==> src/rtl/hack_key_decoder.sv <==
`default_nettype none
// +--------------------------------------------------------------------------+
// | hack_key_decoder : PS/2 Set-2 bytes to Hack KBD code, with held-key stack |
// | Revision 1.0                                                             |
// +--------------------------------------------------------------------------+
module hack_key_decoder #(
   parameter int CODE_W        = 16,
   parameter int HOLD_DEPTH    = 4,
   parameter int CASE_MODE     = 1,
   parameter int KEYPAD_ARROWS = 1
) (
   input  logic              clk,
   input  logic              reset,
   input  logic [7:0]        scan_code,
   input  logic              got_code,
   output logic [CODE_W-1:0] hack_code,
   output logic              key_valid,
   output logic              caps_lock
);

   localparam int CNT_W = $clog2(HOLD_DEPTH + 1);

   typedef enum logic [2:0] {
      ST_IDLE    = 3'd0,
      ST_EXT     = 3'd1,
      ST_BRK     = 3'd2,
      ST_EXT_BRK = 3'd3,
      ST_SKIP    = 3'd4
   } state_t;

   state_t           state_q, state_d;
   logic [2:0]       skip_q, skip_d;
   logic [8:0]       stk_q [HOLD_DEPTH];
   logic [8:0]       stk_d [HOLD_DEPTH];
   logic [CNT_W-1:0] cnt_q, cnt_d;
   logic             lsh_q, lsh_d, rsh_q, rsh_d;
   logic             caps_q, caps_d, held_q, held_d;
   logic             push_q, push_d;
   logic             valid_q;
   logic [7:0]       hack_q;

   logic             ev_make, ev_brk;
   logic [8:0]       ev_id;
   logic             hit;
   logic [CNT_W-1:0] hit_idx;
   logic [8:0]       top_id;

   // Letter position 1..26 (A..Z); 0 means not a letter.
   function automatic logic [4:0] letter_idx(input logic [7:0] b);
      case (b)
         8'h1C: return 5'd1;
         8'h32: return 5'd2;
         8'h21: return 5'd3;
         8'h23: return 5'd4;
         8'h24: return 5'd5;
         8'h2B: return 5'd6;
         8'h34: return 5'd7;
         8'h33: return 5'd8;
         8'h43: return 5'd9;
         8'h3B: return 5'd10;
         8'h42: return 5'd11;
         8'h4B: return 5'd12;
         8'h3A: return 5'd13;
         8'h31: return 5'd14;
         8'h44: return 5'd15;
         8'h4D: return 5'd16;
         8'h15: return 5'd17;
         8'h2D: return 5'd18;
         8'h1B: return 5'd19;
         8'h2C: return 5'd20;
         8'h3C: return 5'd21;
         8'h2A: return 5'd22;
         8'h1D: return 5'd23;
         8'h22: return 5'd24;
         8'h35: return 5'd25;
         8'h1A: return 5'd26;
         default: return 5'd0;
      endcase
   endfunction

   // Digit value plus one (1 = '0' .. 10 = '9'); 0 means not a digit.
   function automatic logic [3:0] digit_idx(input logic [7:0] b);
      case (b)
         8'h45: return 4'd1;
         8'h16: return 4'd2;
         8'h1E: return 4'd3;
         8'h26: return 4'd4;
         8'h25: return 4'd5;
         8'h2E: return 4'd6;
         8'h36: return 4'd7;
         8'h3D: return 4'd8;
         8'h3E: return 4'd9;
         8'h46: return 4'd10;
         default: return 4'd0;
      endcase
   endfunction

   // Zero result marks an unmapped key id.
   function automatic logic [7:0] xlate(input logic [8:0] id, input logic shf, input logic cap);
      logic [7:0] c;
      logic [4:0] li;
      logic [3:0] dv;
      c  = 8'd0;
      li = letter_idx(id[7:0]);
      dv = digit_idx(id[7:0]);
      if (!id[8] && li != 5'd0) begin
         c = 8'd64 + {3'b000, li};
         if (CASE_MODE != 0 && !(shf ^ cap)) c = c + 8'd32;
      end else if (!id[8] && dv != 4'd0) begin
         if (CASE_MODE != 0 && shf) begin
            case (dv)
               4'd1:    c = 8'd41;
               4'd2:    c = 8'd33;
               4'd3:    c = 8'd64;
               4'd4:    c = 8'd35;
               4'd5:    c = 8'd36;
               4'd6:    c = 8'd37;
               4'd7:    c = 8'd94;
               4'd8:    c = 8'd38;
               4'd9:    c = 8'd42;
               default: c = 8'd40;
            endcase
         end else begin
            c = 8'd47 + {4'b0000, dv};
         end
      end else begin
         case (id)
            9'h029:          c = 8'd32;
            9'h05A, 9'h15A:  c = 8'd128;
            9'h066:          c = 8'd129;
            9'h16B:          c = 8'd130;
            9'h175:          c = 8'd131;
            9'h174:          c = 8'd132;
            9'h172:          c = 8'd133;
            9'h06B:          c = (KEYPAD_ARROWS != 0) ? 8'd130 : 8'd0;
            9'h075:          c = (KEYPAD_ARROWS != 0) ? 8'd131 : 8'd0;
            9'h074:          c = (KEYPAD_ARROWS != 0) ? 8'd132 : 8'd0;
            9'h072:          c = (KEYPAD_ARROWS != 0) ? 8'd133 : 8'd0;
            9'h16C:          c = 8'd134;
            9'h169:          c = 8'd135;
            9'h17D:          c = 8'd136;
            9'h17A:          c = 8'd137;
            9'h170:          c = 8'd138;
            9'h171:          c = 8'd139;
            9'h076:          c = 8'd140;
            9'h005:          c = 8'd141;
            9'h006:          c = 8'd142;
            9'h004:          c = 8'd143;
            9'h00C:          c = 8'd144;
            9'h003:          c = 8'd145;
            9'h00B:          c = 8'd146;
            9'h083:          c = 8'd147;
            9'h00A:          c = 8'd148;
            9'h001:          c = 8'd149;
            9'h009:          c = 8'd150;
            9'h078:          c = 8'd151;
            9'h007:          c = 8'd152;
            default:         c = 8'd0;
         endcase
      end
      return c;
   endfunction

   always_comb begin
      state_d = state_q;
      skip_d  = skip_q;
      ev_make = 1'b0;
      ev_brk  = 1'b0;
      ev_id   = 9'd0;
      if (got_code) begin
         case (state_q)
            ST_IDLE: begin
               if (scan_code == 8'hF0) begin
                  state_d = ST_BRK;
               end else if (scan_code == 8'hE0) begin
                  state_d = ST_EXT;
               end else if (scan_code == 8'hE1) begin
                  state_d = ST_SKIP;
                  skip_d  = 3'd7;
               end else begin
                  ev_make = 1'b1;
                  ev_id   = {1'b0, scan_code};
               end
            end
            ST_EXT: begin
               if (scan_code == 8'hF0) begin
                  state_d = ST_EXT_BRK;
               end else begin
                  ev_make = 1'b1;
                  ev_id   = {1'b1, scan_code};
                  state_d = ST_IDLE;
               end
            end
            ST_BRK: begin
               ev_brk  = 1'b1;
               ev_id   = {1'b0, scan_code};
               state_d = ST_IDLE;
            end
            ST_EXT_BRK: begin
               ev_brk  = 1'b1;
               ev_id   = {1'b1, scan_code};
               state_d = ST_IDLE;
            end
            ST_SKIP: begin
               skip_d = skip_q - 3'd1;
               if (skip_q == 3'd1) state_d = ST_IDLE;
            end
            default: state_d = ST_IDLE;
         endcase
      end
   end

   always_comb begin
      hit     = 1'b0;
      hit_idx = '0;
      top_id  = 9'd0;
      for (int i = 0; i < HOLD_DEPTH; i++) begin
         if (CNT_W'(i) < cnt_q && stk_q[i] == ev_id) begin
            hit     = 1'b1;
            hit_idx = CNT_W'(i);
         end
         if (CNT_W'(i + 1) == cnt_q) top_id = stk_q[i];
      end
   end

   always_comb begin
      stk_d  = stk_q;
      cnt_d  = cnt_q;
      lsh_d  = lsh_q;
      rsh_d  = rsh_q;
      caps_d = caps_q;
      held_d = held_q;
      push_d = 1'b0;
      if (ev_make) begin
         if (ev_id == 9'h012) begin
            lsh_d = 1'b1;
         end else if (ev_id == 9'h059) begin
            rsh_d = 1'b1;
         end else if (ev_id == 9'h058) begin
            // Typematic repeats of Caps Lock must not re-toggle.
            if (!held_q) begin
               caps_d = ~caps_q;
               held_d = 1'b1;
            end
         end else if (xlate(ev_id, 1'b0, 1'b0) != 8'd0 && !hit) begin
            push_d = 1'b1;
            if (cnt_q == CNT_W'(HOLD_DEPTH)) begin
               for (int i = 0; i < HOLD_DEPTH - 1; i++) stk_d[i] = stk_q[i + 1];
               stk_d[HOLD_DEPTH - 1] = ev_id;
            end else begin
               for (int i = 0; i < HOLD_DEPTH; i++) begin
                  if (CNT_W'(i) == cnt_q) stk_d[i] = ev_id;
               end
               cnt_d = cnt_q + CNT_W'(1);
            end
         end
      end else if (ev_brk) begin
         if (ev_id == 9'h012) begin
            lsh_d = 1'b0;
         end else if (ev_id == 9'h059) begin
            rsh_d = 1'b0;
         end else if (ev_id == 9'h058) begin
            held_d = 1'b0;
         end else if (hit) begin
            for (int i = 0; i < HOLD_DEPTH - 1; i++) begin
               if (CNT_W'(i) >= hit_idx) stk_d[i] = stk_q[i + 1];
            end
            cnt_d = cnt_q - CNT_W'(1);
         end
      end
   end

   always_ff @(posedge clk) begin
      if (reset) begin
         state_q <= ST_IDLE;
         skip_q  <= 3'd0;
         for (int i = 0; i < HOLD_DEPTH; i++) stk_q[i] <= 9'd0;
         cnt_q   <= '0;
         lsh_q   <= 1'b0;
         rsh_q   <= 1'b0;
         caps_q  <= 1'b0;
         held_q  <= 1'b0;
         push_q  <= 1'b0;
         valid_q <= 1'b0;
         hack_q  <= 8'd0;
      end else begin
         state_q <= state_d;
         skip_q  <= skip_d;
         stk_q   <= stk_d;
         cnt_q   <= cnt_d;
         lsh_q   <= lsh_d;
         rsh_q   <= rsh_d;
         caps_q  <= caps_d;
         held_q  <= held_d;
         push_q  <= push_d;
         valid_q <= push_q;
         hack_q  <= (cnt_q == '0) ? 8'd0 : xlate(top_id, lsh_q | rsh_q, caps_q);
      end
   end

   generate
      if (CODE_W > 8) begin : g_wide
         assign hack_code = {{(CODE_W - 8){1'b0}}, hack_q};
      end else begin : g_exact
         assign hack_code = hack_q;
      end
   endgenerate

   assign key_valid = valid_q;
   assign caps_lock = caps_q;

endmodule
`default_nettype wire

==> config.mk <==
export PLATFORM = sky130hd
export DESIGN_NAME = hack_key_decoder
export DESIGN_NICKNAME = d
export VERILOG_FILES = /design/src/rtl/hack_key_decoder.sv
export SDC_FILE = /design/constraint.sdc
export NUM_CORES = 1
export LEC_CHECK = 0
export CAP_MARGIN = 20
export CORE_AREA = 2 2 135 137
export DETAILED_ROUTE_END_ITERATION = 10
export DIE_AREA = 0 0 137 139
export GPL_TIMING_DRIVEN = 0
export SLEW_MARGIN = 20
export SYNTH_ARGS = -nofsm -noshare
export SYNTH_HDL_FRONTEND = slang
export SYNTH_SLANG_ARGS = --single-unit
==> constraint.sdc <==
create_clock -name clk -period 4.3 [get_ports clk]
set_input_delay 0.645 -clock clk [delete_from_list [all_inputs] [get_ports clk]]
set_output_delay 0.645 -clock clk [all_outputs]
set_load 0.01 [all_outputs]
==> run metrics <==
TritonCTS clock tree=done; Layout Nets=1,014; fraction of the mapped netlist area in compound gates=35.8%; area used by multi-input combinational logic=5200 um^2; routed via count=8,024; CP Max Fanout=10; global-route wire length before repair=42.2 mm; ordered cell list for the critical path=buf_4 -> inv_1 -> ha_1 -> clkbuf_4 -> nor2b_4 -> a221oi_1 -> o31a_2 -> ha_4 -> inv_1 -> a21oi_2 -> nand4_1 -> o21ai_4 -> inv_1 -> ha_2 -> nand3_1 -> nand2_2 -> or4_1 -> nand4b_1 -> o32ai_1; crit path buf inv count=5; number of maximum-capacitance violations=0; gp weighted congestion=0.997; total negative slack=0 ns; sequential cell area=1180 um^2; worst hold path startpoint=push_q; Synth Area in Adders=4.20%; Worst Setup Start Kind=register; Clock Latency Late Sink=0.34 ns; first-pass iteration count of the detailed router=8; share of the core filled with cells=45.9%; Hold WC Path Type=reg2reg; maximum number of pins on one net before global-route repair=11; xor-xnor portion of the synthesized cell area=1.60%; top-count cell post-synth=sky130_fd_sc_hd__nor2_1; clock slew at reported path FFs=0.06 ns; Post-synth ARST share=0%; clock period minus final worst setup slack=4.29 ns; # DRC=0; sequential element share of the synthesized area=18.0%; post-route non-filler standard cell count=1,215; slew at the pin with the worst max-slew slack=0.856 ns; final hold violation count=0; antenna violations before repair=0; fill cell total of the finished layout=1,788; Initial Util=37.1%; setup-violating endpoint count in the final report=0; Worst path top cell family by delay=simple AND/OR/NAND/NOR gates; Critical-path top delay cell=sky130_fd_sc_hd__or4_1; number of buffers created by CTS=9; worst IR drop on VDD=0.223 mV; dominant combinational cell family by area after synthesis=compound AO/OA/AOI/OAI gates; simple-gate share of the synthesized area=28.8%; Detail Placement HPWL=20.1 mm; area of all placed cells without fillers=8110 um^2; area enclosed by the die boundary=19,000 um^2; number of global-route vias before repair=7,259; PD cells=290 nW/um^2; overflow left after global routing=0; reported leakage power=2.90 nW; deepest clock path buffer count=2; number of flops mapped to enable cells by yosys=0; required arrival time at the worst endpoint=4.50 ns; Final Max Tran Viols=0; end of the worst register-to-register path=hack_q[3]; # port buffers=17; Setup crit end kind=register; post-synthesis mux area share=3.49%; #FFs+latches synth=59; Sink Count=59; diode count=0; synthesized instance count=908; setup repair after global routing missed its margin=true; final clock skew=0.0108 ns; Via density=6.60; start of the worst register-to-register path=cnt_q[1]; post-synthesis cell type with the largest combined area=sky130_fd_sc_hd__dfxtp_1; Die Height=139 um; post-detailed-route count of antenna-violating nets=0; cell depth of the worst min-delay path=1; CP arrival=4.49 ns; portion of the clock cycle consumed by the worst path in the final layout=99.7%; relative area change from synthesis to final layout=23.6%; reg2reg path depth=19; H-tree Lvls=3; post-synthesis cell area=6560 um^2; number of placed I/O pins=29; YS warnings=0; CP Class=reg2reg; ranking of synthesized cells by area=sky130_fd_sc_hd__dfxtp_1 (18%), sky130_fd_sc_hd__nor2_1 (5.3%), sky130_fd_sc_hd__nand2_1 (5.2%); hold endpoint=key_valid; number of distinct standard cells referenced by the synthesized netlist=94; Chip Width=137 um; tightest slew margin relative to the limit=42.6%; number of standard-cell rows in the floorplan=49; drt wl/cell=23.2 um; clk root buf=sky130_fd_sc_hd__clkbuf_16; worst-case register-to-register setup slack=0.01 ns; top cells by count, synth=sky130_fd_sc_hd__nor2_1 (93), sky130_fd_sc_hd__nand2_1 (91), sky130_fd_sc_hd__a21oi_1 (68); area inside the core boundary=17,700 um^2; dpl cells=1,161; share of layout cells above drive strength 1=20.5%; area share of the leading cell type in the synthesized netlist=18.0%; Primary FF master, synth=sky130_fd_sc_hd__dfxtp_1; most frequent cell on the critical path=sky130_fd_sc_hd__inv_1; status=complete, no violations; number of DRC markers after the initial detailed-route iteration=1,342; Total GRT Usage=28.5%; Avg Synthesized Cell Area=7.22 um^2; total placed instance area=7050 um^2; wire length reported by the detailed router=28.2 mm; highest attainable clock frequency=233 MHz; maximum cell stage delay along the critical path=0.56 ns
[worst max path at each step]
stage             start   endpoint  slack (ns)  cells after the start
5_1_grt        cnt_q[1]  hack_q[3]       -0.15                     19
3_3_place_gp   got_code  stk_q[11]       -1.68                     20
4_1_cts        got_code  stk_q[16]       0.008                     21
2_1_floorplan  cnt_q[1]  hack_q[3]        0.03                     21
6_report       cnt_q[1]  hack_q[3]        0.01                     19
3_5_place_dp   got_code  stk_q[25]       -1.56                     20
[power breakdown]
group          internal (W)  total [W]  switching [W]
sequential         0.000587   0.000669      0.0000820
clock              0.000523   0.000788       0.000265
combinational      0.000341   0.000895       0.000554
[per-layer routing]
metal	global-route usage, %	wire (um)	share of wire [%]
met1	39.2	11400	41
met2	42.3	12100	43
met3	5.81	3300	12
met4	13.5	1370	4.9
met5	0	0	0
[area by class of cell]
type	instances	area share [%]
plain buffers	72	5.53
clock buffers	12	3.04
clock inverters	4	0.911
inverters	35	1.70
multi-input cells	742	64.2
flip-flops and latches	59	14.6
well taps	229	3.54
repair buffers	62	6.50
[kinds of logic (layout without fill, tap and decap cells)]
| logic type | Yosys count | after routing |
|---|---|---|
| other cells | 1 | 8 |
| fa+ha+maj | 22 | 22 |
| mux | 22 | 22 |
| compound gates | 314 | 315 |
| simple gates | 363 | 363 |
| buf+inv | 115 | 185 |
| flops | 59 | 59 |
| xor+xnor | 12 | 12 |
[flip-flops by register name, indices dropped and copies added (netlist names)]
name / count
stk_q: 36
hack_q: 8
cnt_q: 3
skip_q: 3
state_q: 3
caps_lock: 1
held_q: 1
key_valid: 1
lsh_q: 1
push_q: 1
rsh_q: 1
[what timing repair did]
| action | 4_1_cts | 5_1_grt |
|---|---|---|
| hold buffers | 0 | 0 |
| pin swaps | 12 | 19 |
| endpoints found under the setup margin | 48 | 47 |
| gates cloned | 0 | 2 |
| setup buffers | 15 | 29 |
| gates resized for setup | 66 | 43 |
[worst register-to-register path: stages (launching register included)]
cell and delay, ns:
sky130_fd_sc_hd__dfxtp_1 0.40, sky130_fd_sc_hd__buf_4 0.20, sky130_fd_sc_hd__inv_1 0.10, sky130_fd_sc_hd__ha_1 0.19, sky130_fd_sc_hd__clkbuf_4 0.18, sky130_fd_sc_hd__nor2b_4 0.15
sky130_fd_sc_hd__a221oi_1 0.26, sky130_fd_sc_hd__o31a_2 0.28, sky130_fd_sc_hd__ha_4 0.23, sky130_fd_sc_hd__inv_1 0.17, sky130_fd_sc_hd__a21oi_2 0.29, sky130_fd_sc_hd__nand4_1 0.23
sky130_fd_sc_hd__o21ai_4 0.24, sky130_fd_sc_hd__inv_1 0.07, sky130_fd_sc_hd__ha_2 0.23, sky130_fd_sc_hd__nand3_1 0.09, sky130_fd_sc_hd__nand2_2 0.11, sky130_fd_sc_hd__or4_1 0.56
sky130_fd_sc_hd__nand4b_1 0.11, sky130_fd_sc_hd__o32ai_1 0.07
[cells in the final DEF, fill, tap and decap left out, types with 7 or more instances in the layout]
cell type / n
sky130_fd_sc_hd__o211ai_1: 8
sky130_fd_sc_hd__clkbuf_1: 23
sky130_fd_sc_hd__ha_1: 14
sky130_fd_sc_hd__nand2_1: 86
sky130_fd_sc_hd__clkbuf_16: 9
sky130_fd_sc_hd__a211o_1: 7
sky130_fd_sc_hd__o32ai_1: 12
sky130_fd_sc_hd__or3_1: 7
sky130_fd_sc_hd__xnor2_1: 7
sky130_fd_sc_hd__a221oi_1: 7
sky130_fd_sc_hd__inv_1: 32
sky130_fd_sc_hd__o21ai_0: 49
sky130_fd_sc_hd__a21oi_1: 64
sky130_fd_sc_hd__nor4_1: 11
sky130_fd_sc_hd__a22oi_1: 14
sky130_fd_sc_hd__clkdlybuf4s50_1: 15
sky130_fd_sc_hd__a221oi_2: 8
sky130_fd_sc_hd__o22ai_1: 10
sky130_fd_sc_hd__buf_4: 56
sky130_fd_sc_hd__conb_1: 8
sky130_fd_sc_hd__buf_6: 10
sky130_fd_sc_hd__dfxtp_1: 58
sky130_fd_sc_hd__a32oi_1: 7
sky130_fd_sc_hd__nand4_1: 18
sky130_fd_sc_hd__nand3b_1: 10
sky130_fd_sc_hd__o221ai_1: 7
sky130_fd_sc_hd__a31oi_1: 8
sky130_fd_sc_hd__nor3_1: 25
sky130_fd_sc_hd__a311oi_1: 10
sky130_fd_sc_hd__mux2i_1: 18
sky130_fd_sc_hd__nor2b_1: 13
sky130_fd_sc_hd__buf_2: 13
sky130_fd_sc_hd__nand3_1: 33
sky130_fd_sc_hd__buf_1: 7
sky130_fd_sc_hd__nor2_1: 91
sky130_fd_sc_hd__a211oi_1: 10
[through the flow]
step / worst slack (ns) / hold WS [ns] / power, W
after global routing: -0.154 / 0.466 / 0.00244
after detailed placement: -1.56 / 0.449 / 0.00142
final: 0.0121 / 0.451 / 0.00235
after floorplan: 0.0334 / 0.414 / 0.00119
after global placement: -1.68 / 0.433 / 0.00143
after CTS: 0.00842 / 0.456 / 0.00227
(Power assumes the default switching activity.)
